--- src/rtl/xm_stage.sv ---
// Execute-to-memory pipeline register: captures the ALU result and control fields,
// resolves bne/blt into a one-cycle redirect, squashes the wrong-path beat and maps overflow to rstatus.
module xm_stage #(
    parameter int DW      = 32,
    parameter int RSTATUS = 30
) (
    input  logic          clock,
    input  logic          reset,
    input  logic          in_valid,
    output logic          in_ready,
    input  logic [4:0]    in_opcode,
    input  logic [4:0]    in_aluop,
    input  logic [4:0]    in_rd,
    input  logic [DW-1:0] in_target,
    input  logic [DW-1:0] in_storeData,
    input  logic [DW-1:0] alu_result,
    input  logic          alu_overflow,
    input  logic          alu_isNotEqual,
    input  logic          alu_isLessThan,
    input  logic          mem_stall,
    output logic          out_valid,
    output logic [DW-1:0] out_result,
    output logic [4:0]    out_rd,
    output logic [DW-1:0] out_storeData,
    output logic [4:0]    out_opcode,
    output logic          out_we,
    output logic          branch_taken,
    output logic [DW-1:0] branch_target
);

    localparam logic [4:0] OP_RTYPE = 5'b00000;
    localparam logic [4:0] OP_ADDI  = 5'b00101;
    localparam logic [4:0] OP_BNE   = 5'b00010;
    localparam logic [4:0] OP_BLT   = 5'b00110;
    localparam logic [4:0] OP_LW    = 5'b01000;
    localparam logic [4:0] ALU_ADD  = 5'b00000;
    localparam logic [4:0] ALU_SUB  = 5'b00001;

    // Exception code written to rstatus; 0 means this opcode/aluop never raises overflow.
    function automatic logic [1:0] ovfCode(input logic [4:0] opcode, input logic [4:0] aluop);
        logic [1:0] code;
        code = 2'd0;
        if (opcode == OP_RTYPE && aluop == ALU_ADD) code = 2'd1;
        else if (opcode == OP_ADDI)                 code = 2'd2;
        else if (opcode == OP_RTYPE && aluop == ALU_SUB) code = 2'd3;
        return code;
    endfunction

    function automatic logic writesReg(input logic [4:0] opcode);
        return (opcode == OP_RTYPE) || (opcode == OP_ADDI) || (opcode == OP_LW);
    endfunction

    logic          vld_p1;
    logic [DW-1:0] result_p1;
    logic [4:0]    rd_p1;
    logic [DW-1:0] storeData_p1;
    logic [4:0]    opcode_p1;
    logic          we_p1;
    logic          taken_p1;
    logic [DW-1:0] target_p1;
    logic          squashPending;

    logic          accept;
    logic          taken;
    logic [1:0]    excCode;
    logic          raiseExc;

    always_comb begin
        accept   = in_valid && !mem_stall;
        taken    = ((in_opcode == OP_BNE) && alu_isNotEqual) ||
                   ((in_opcode == OP_BLT) && alu_isLessThan);
        excCode  = ovfCode(in_opcode, in_aluop);
        raiseExc = alu_overflow && (excCode != 2'd0);
    end

    // ---- execute -> memory stage boundary ----
    always_ff @(posedge clock or negedge reset) begin
        if (!reset) begin
            vld_p1        <= 1'b0;
            result_p1     <= '0;
            rd_p1         <= '0;
            storeData_p1  <= '0;
            opcode_p1     <= '0;
            we_p1         <= 1'b0;
            taken_p1      <= 1'b0;
            target_p1     <= '0;
            squashPending <= 1'b0;
        end else if (mem_stall) begin
            taken_p1 <= 1'b0;
        end else if (!accept) begin
            vld_p1   <= 1'b0;
            we_p1    <= 1'b0;
            rd_p1    <= '0;
            taken_p1 <= 1'b0;
        end else if (squashPending) begin
            // Wrong-path beat behind a taken branch: its own branch/overflow is dropped too.
            vld_p1        <= 1'b0;
            we_p1         <= 1'b0;
            rd_p1         <= '0;
            taken_p1      <= 1'b0;
            squashPending <= 1'b0;
        end else begin
            vld_p1       <= 1'b1;
            opcode_p1    <= in_opcode;
            storeData_p1 <= in_storeData;
            we_p1        <= writesReg(in_opcode);
            if (raiseExc) begin
                result_p1 <= {{(DW-2){1'b0}}, excCode};
                rd_p1     <= 5'(RSTATUS);
            end else begin
                result_p1 <= alu_result;
                rd_p1     <= writesReg(in_opcode) ? in_rd : 5'd0;
            end
            taken_p1      <= taken;
            squashPending <= taken;
            if (taken) target_p1 <= in_target;
        end
    end

    assign in_ready      = !mem_stall;
    assign out_valid     = vld_p1;
    assign out_result    = result_p1;
    assign out_rd        = rd_p1;
    assign out_storeData = storeData_p1;
    assign out_opcode    = opcode_p1;
    assign out_we        = we_p1;
    assign branch_taken  = taken_p1;
    assign branch_target = target_p1;

endmodule
--- config.mk ---
export PLATFORM = sky130hd
export DESIGN_NAME = xm_stage
export DESIGN_NICKNAME = d
export VERILOG_FILES = /design/src/rtl/xm_stage.sv
export SDC_FILE = /design/constraint.sdc
export NUM_CORES = 1
export LEC_CHECK = 0
export CAP_MARGIN = 15
export CORE_UTILIZATION = 39
export DETAILED_ROUTE_END_ITERATION = 8
export MAX_ROUTING_LAYER = met4
export PLACE_DENSITY_LB_ADDON = 0.05
export SKIP_LAST_GASP = 1
export SYNTH_ARGS = -nofsm -noshare
export SYNTH_HDL_FRONTEND = slang
export SYNTH_SLANG_ARGS = --single-unit
--- constraint.sdc ---
create_clock -name clock -period 1.95 [get_ports clock]
set_input_delay 0.195 -clock clock [delete_from_list [all_inputs] [get_ports clock]]
set_output_delay 0.195 -clock clock [all_outputs]
set_load 0.01 [all_outputs]
==> flow_summary_export.csv, run 1 <==
group,metric,value,unit
run_status,status,"complete, no violations",
clock_network,post-cts-setup-buffer-count,0,
sta,period_share,0.8790,
worst_setup_path,arrival,1.96,ns
routing,viasPerCell,4.780,
synth,syn_area,4192,sq um
worst_setup_path,cp-end-kind,"flip-flop",
worst_setup_path,worstPathMaxFanout,32,
clock_network,cts_tree,"yes",
routing,vias,3456,
synth,synth_fp_nets,459,
worst_setup_path,ff2ff_setup_slack,0.24,ns
sta,hold_viol,0,
clock_network,cts.sinks,110,
finish,fin_nets,700,
power_and_ir_drop,cellPowerDensity,800.3,nW/um^2
clock_network,cts-root-buf,"clkbuf_8",
routing,drtIter0Drc,167,
synth,syn-instance-count,341,
synth,synth_cell_types,30,
synth,synth_top_area_cell,"dfrtp_1",
synth,synth_area_per_cell,12.29,sq um
clock_network,clock_latency,0.36,ns
sta,skew,0.01697,ns
sta,setup_viol,0,
floorplan,die_x,105.7,microns
synth,yosysSeqAreaShare,0.6567,
run,maxCapViolations,0,
worst_setup_path,path_class,"reg2reg",
global_routing,grt_max_degree,46,
global_routing,grt_pass1_wl,18.46,mm
floorplan,die_h,105.7,microns
global_routing,grt_usage,0.2215,
synth,synthTopCellsByArea,"dfrtp_1 66%, nand2_1 10%, mux2_1 7.8%, a22o_1 6.3%, a221o_1 0.96%",
power_and_ir_drop,p_leak,3.230,nW
routing,wl_per_cell,15.97,microns
worst_setup_path,reg2reg_depth,4,
synth,synthFlopType,"dfrtp_1",
clock_network,cts_hold_buf,1,
clock_network,cts-buffers-inserted,9,
finish,area_growth,65.70,%
finish,diodes,0,
finish,finalCoreUtilization,0.6698,
clock_network,post_cts_resized,0,
worst_setup_path,cp-start-kind,"flip-flop",
worst_hold_path,min_path_type,"in2reg",
worst_hold_path,hold-path-cell-count,3,
placed_design,gp_congestion,0.7696,
sta,final-max-slew-violation-count,0,
worst_hold_path,hold_start,"in_storeData[22]",
global_routing,antenna_found_initial,0,
synth,synth_edf_count,0,
floorplan,core_area,10370,sq um
floorplan,io_pins,228,
sta,tns,0,ns
power_and_ir_drop,ir_drop,0.0004558,V
routing,wirelength,11.55,mm
clock_network,cts_max_level,3,
global_routing,overflow,0,
sta,max_clock_freq,583.4,MHz
floorplan,die_area,11170,sq um
synth,yosys_register_bits,110,
floorplan,num_rows,37,
routing,ant_nets,0,
sta,rsz0062_at_grt,"no",
finish,fillCellCount,855,
sta,period_needed,1.714,ns
clock_network,clockBufferDepth,2,
finish,drive_above_1_share,0.08007,
sta,hold-worst-slack,0.3429,ns
synth,yosys_warnings,0,
sta,slew_headroom,0.6033,
sta,worst_pin_slew,0.5950,ns
floorplan,initial_core_util,0.4042,
worst_setup_path,worstPathRequired,2.19,ns
clock_network,clk_pin_slew,0.11,ns
placed_design,port_buffers,227,
global_routing,grt_pass1_vias,3544,
worst_hold_path,hold_end,"out_storeData[22]$_DFFE_PN0P_",
placed_design,post-dp-hpwl,8.593,mm
routing,drcViolationCount,0,
synth,async_reset_ff_frac,1.000,
worst_setup_path,r2r-end,"branch_target[1]$_DFFE_PN0P_",
synth,synth_top_area_share,0.6567,
routing,dr.pass1.iters,4,
worst_setup_path,worstReg2RegStart,"squashPending$_DFFE_PN0P_",
-- through the flow --
step	instance area [sq um]	power [mW]	worst slack, ns	instances
global route	6945	5.844	0.1610	723
floorplan	4192	3.192	0.2709	341
detailed placement	6725	4.190	-0.1234	706
finish	6945	5.558	0.2360	723
CTS	6945	5.628	0.2147	723
global placement	6725	4.155	-0.09461	706
-- critical path, stage by stage, from the launching register on --
cell and delay (ns):
dfrtp_1 0.42, or2_2 0.35, nor3_4 0.24, buf_12 0.23, mux2_2 0.35
-- synthesized netlist by cell type (3+ instances only) --
cell	count
a221o_1	4
buf_2	3
clkbuf_1	10
nand2_1	117
mux2_1	29
buf_6	3
a22o_1	30
dfrtp_1	110
mux2_2	3
nor2_1	5
buf_4	3
-- power breakdown --
part	switching [mW]	internal [mW]
logic	0.530	0.883
registers	0.153	2.57
clock network	0.756	0.671
-- area by class of cell --
cell class | count | area, sq um | share of cell area
flip-flops and latches | 110 | 2753 | 0.3963
repair buffers | 249 | 2475 | 0.3563
multi-input cells | 211 | 1334 | 0.1920
well taps | 136 | 170.2 | 0.02450
clock buffers | 12 | 155.1 | 0.02234
clock inverters | 4 | 55.05 | 0.007927
inverters | 1 | 3.754 | 0.0005404
-- layout by cell type, fill, tap and decap left out, types with 2 or more instances in the layout --
cell type        instances
clkdlybuf4s50_1        226
nand2_1                117
dfrtp_1                110
a22o_1                  30
mux2_1                  29
buf_4                   19
clkbuf_8                11
nor2_1                   4
a221o_1                  4
mux2_2                   3
buf_12                   3
nand3b_1                 2
nor3_1                   2
a21o_1                   2
a21oi_1                  2
o21ai_0                  2
clkinv_4                 2
-- worst max-delay path by stage --
stage / depth (start not counted) / end / slack (ns) / startpoint
after detailed placement: 6 / branch_target[3]$_DFFE_PN0P_ / -0.12 / mem_stall
after floorplan: 6 / branch_target[10]$_DFFE_PN0P_ / 0.27 / mem_stall
after global routing: 4 / branch_target[1]$_DFFE_PN0P_ / 0.16 / squashPending$_DFFE_PN0P_
after global placement: 6 / branch_target[1]$_DFFE_PN0P_ / -0.09 / mem_stall
final: 4 / branch_target[1]$_DFFE_PN0P_ / 0.24 / squashPending$_DFFE_PN0P_
after CTS: 4 / branch_target[1]$_DFFE_PN0P_ / 0.21 / squashPending$_DFFE_PN0P_
-- layer usage --
metal  wire length, microns  GRT usage
met1                   4952     0.2813
met3                    979    0.07174
met5                      0          -
met2                   5460     0.3427
met4                    155    0.05853
-- state kept, by name, indices dropped and copies added, names as in the netlist --
| register | flops |
|---|---|
| branch_taken | 1 |
| branch_target | 32 |
| out_opcode | 5 |
| out_rd | 5 |
| out_result | 32 |
| out_storeData | 32 |
| out_valid | 1 |
| out_we | 1 |
| squashPending | 1 |
-- cell families after synthesis --
group	Yosys count	share of synthesized area
buffers and inverters	20	0.02686
DFF	110	0.6567
and+or+nand+nor	133	0.1337
AOI/OAI and AO/OA	45	0.09433
muxes	33	0.08836
Note: power is estimated with default switching activity, not from simulation.
==> run 2: changes to the inputs <==
- HOLD_SLACK_MARGIN: unset -> 0.1
==> results of run 2 <==
Final layout, timing and power as in run 1 (identical DEF).
==> edit: new RTL, config.mk and constraints of run 1 <==
Reset style: synchronous (`reset`), changed in one clocked block.
--- a/src/rtl/xm_stage.sv
+++ b/src/rtl/xm_stage.sv
@@ -74,7 +74,7 @@
     end
 
     // ---- execute -> memory stage boundary ----
-    always_ff @(posedge clock or negedge reset) begin
+    always_ff @(posedge clock) begin
         if (!reset) begin
             vld_p1        <= 1'b0;
             result_p1     <= '0;
Function: differs if reset is asserted again (counterexample within 4 cycles, from zero or initial values and one cycle with reset low); with reset held inactive, the same outputs for 4 cycles.
==> edit against run 1 <==
- fmax up 0.34%
- design area down 4.6%
- area after synthesis down 4.4%
- cell count up 9.0%
- setup slack better by 0.0057 ns
- critical path depth unchanged
- die area down 4.3%
- sequential cell count unchanged
- routed wire length down 1.4%
Power is not compared: it rests on default switching activity, and its combinational part moved more than twofold at a synthesized area within 25%.
==> edit: results (changes against run 1) <==
\begin{tabular}{lr}
\hline
Metric & Value \\
\hline
\multicolumn{2}{l}{\textbf{Outcome}} \\
\quad Status & completed \\
\multicolumn{2}{l}{\textbf{Logic synthesis}} \\
\quad Avg Synthesized Cell Area & 9.32 um2 (-24\%) \\
\quad Top cell types by occurrence after synthesis & sky130\_fd\_sc\_hd\_\_nand2\_1 (148), sky130\_fd\_sc\_hd\_\_dfxtp\_1 (110), sky130\_fd\_sc\_hd\_\_a21boi\_0 (66) \\
\quad Synth Flop Type & sky130\_fd\_sc\_hd\_\_dfxtp\_1 \\
\quad Total nets after synthesis & 548 (+19\%) \\
\quad Post-synth ARST share & 0 (-1.00) \\
\multicolumn{2}{l}{\textbf{Layout}} \\
\quad Multi-input combinational cell count & 287 (+36\%) \\
\quad Number of sequential storage elements & 110 (unchanged) \\
\quad Fraction of layout cells with a size suffix above 1 & 0.0550 (-0.0251) \\
\quad Syn-to-layout area delta & 65.4\% \\
\quad Multi-input combinational area share & 0.246 (+0.0536) \\
\quad Layout clock buffers & 11 (-1) \\
\multicolumn{2}{l}{\textbf{Route}} \\
\quad Wire per inst & 14.4 um (-9.5\%) \\
\quad Post-detailed-route via-to-cell ratio & 4.80 (+0.38\%) \\
\quad DRT iter0 DRCs & 155 (-7.2\%) \\
\quad Post-detailed-routing wire length & 11,400 um (-1.4\%) \\
\multicolumn{2}{l}{\textbf{Place}} \\
\quad Post-detailed-placement half-perimeter wirelength & 8300 um (-3.4\%) \\
\quad Placed instance area & 6430 um2 (-4.4\%) \\
\quad Placed cells & 773 (+9.5\%) \\
\quad Place WS & -0.0771 ns (+0.0463 ns) \\
\multicolumn{2}{l}{\textbf{Setup path}} \\
\quad Endpoint of the most critical register-to-register path & out\_result[25] \\
\quad Worst-path fanout max & 8 (-75\%) \\
\quad Cell with the largest stage delay on the worst path & sky130\_fd\_sc\_hd\_\_clkdlybuf4s50\_1 \\
\multicolumn{2}{l}{\textbf{Min path}} \\
\quad End point of the worst hold path & out\_result[0] \\
\quad Startpoint of the worst hold path & reset \\
\multicolumn{2}{l}{\textbf{Global route}} \\
\quad Met2 track utilization from global routing & 0.363 (+0.0200) \\
\hline
\end{tabular}
[edit: cell count changes after synthesis, moves of 6 or more]
cell                       change
sky130_fd_sc_hd__mux2_1       -29
sky130_fd_sc_hd__a21boi_1      +6
sky130_fd_sc_hd__buf_2         +6
sky130_fd_sc_hd__dfrtp_1     -110
sky130_fd_sc_hd__dfxtp_1     +110
sky130_fd_sc_hd__nand2_1      +31
sky130_fd_sc_hd__nand3_1       +6
sky130_fd_sc_hd__a21boi_0     +66
[edit: worst max path at each step]
stage                       startpoint              to  slack [ns]  cells past startpoint
final                        mem_stall        in_ready        0.24                      4
after global routing         mem_stall        in_ready        0.20                      4
after CTS                    mem_stall        in_ready        0.22                      4
after detailed placement  in_opcode[2]  out_result[25]       -0.08                      6
after global placement    in_opcode[2]  out_result[30]        0.07                      6
after floorplan              mem_stall  out_result[10]        0.51                      6
[edit: cells by family after synthesis]
kind of cell    Yosys count  synth area share
buf+inv                  33            0.0459
flops                   110             0.549
mux                       1           0.00281
simple gates            173             0.182
compound gates          113             0.220
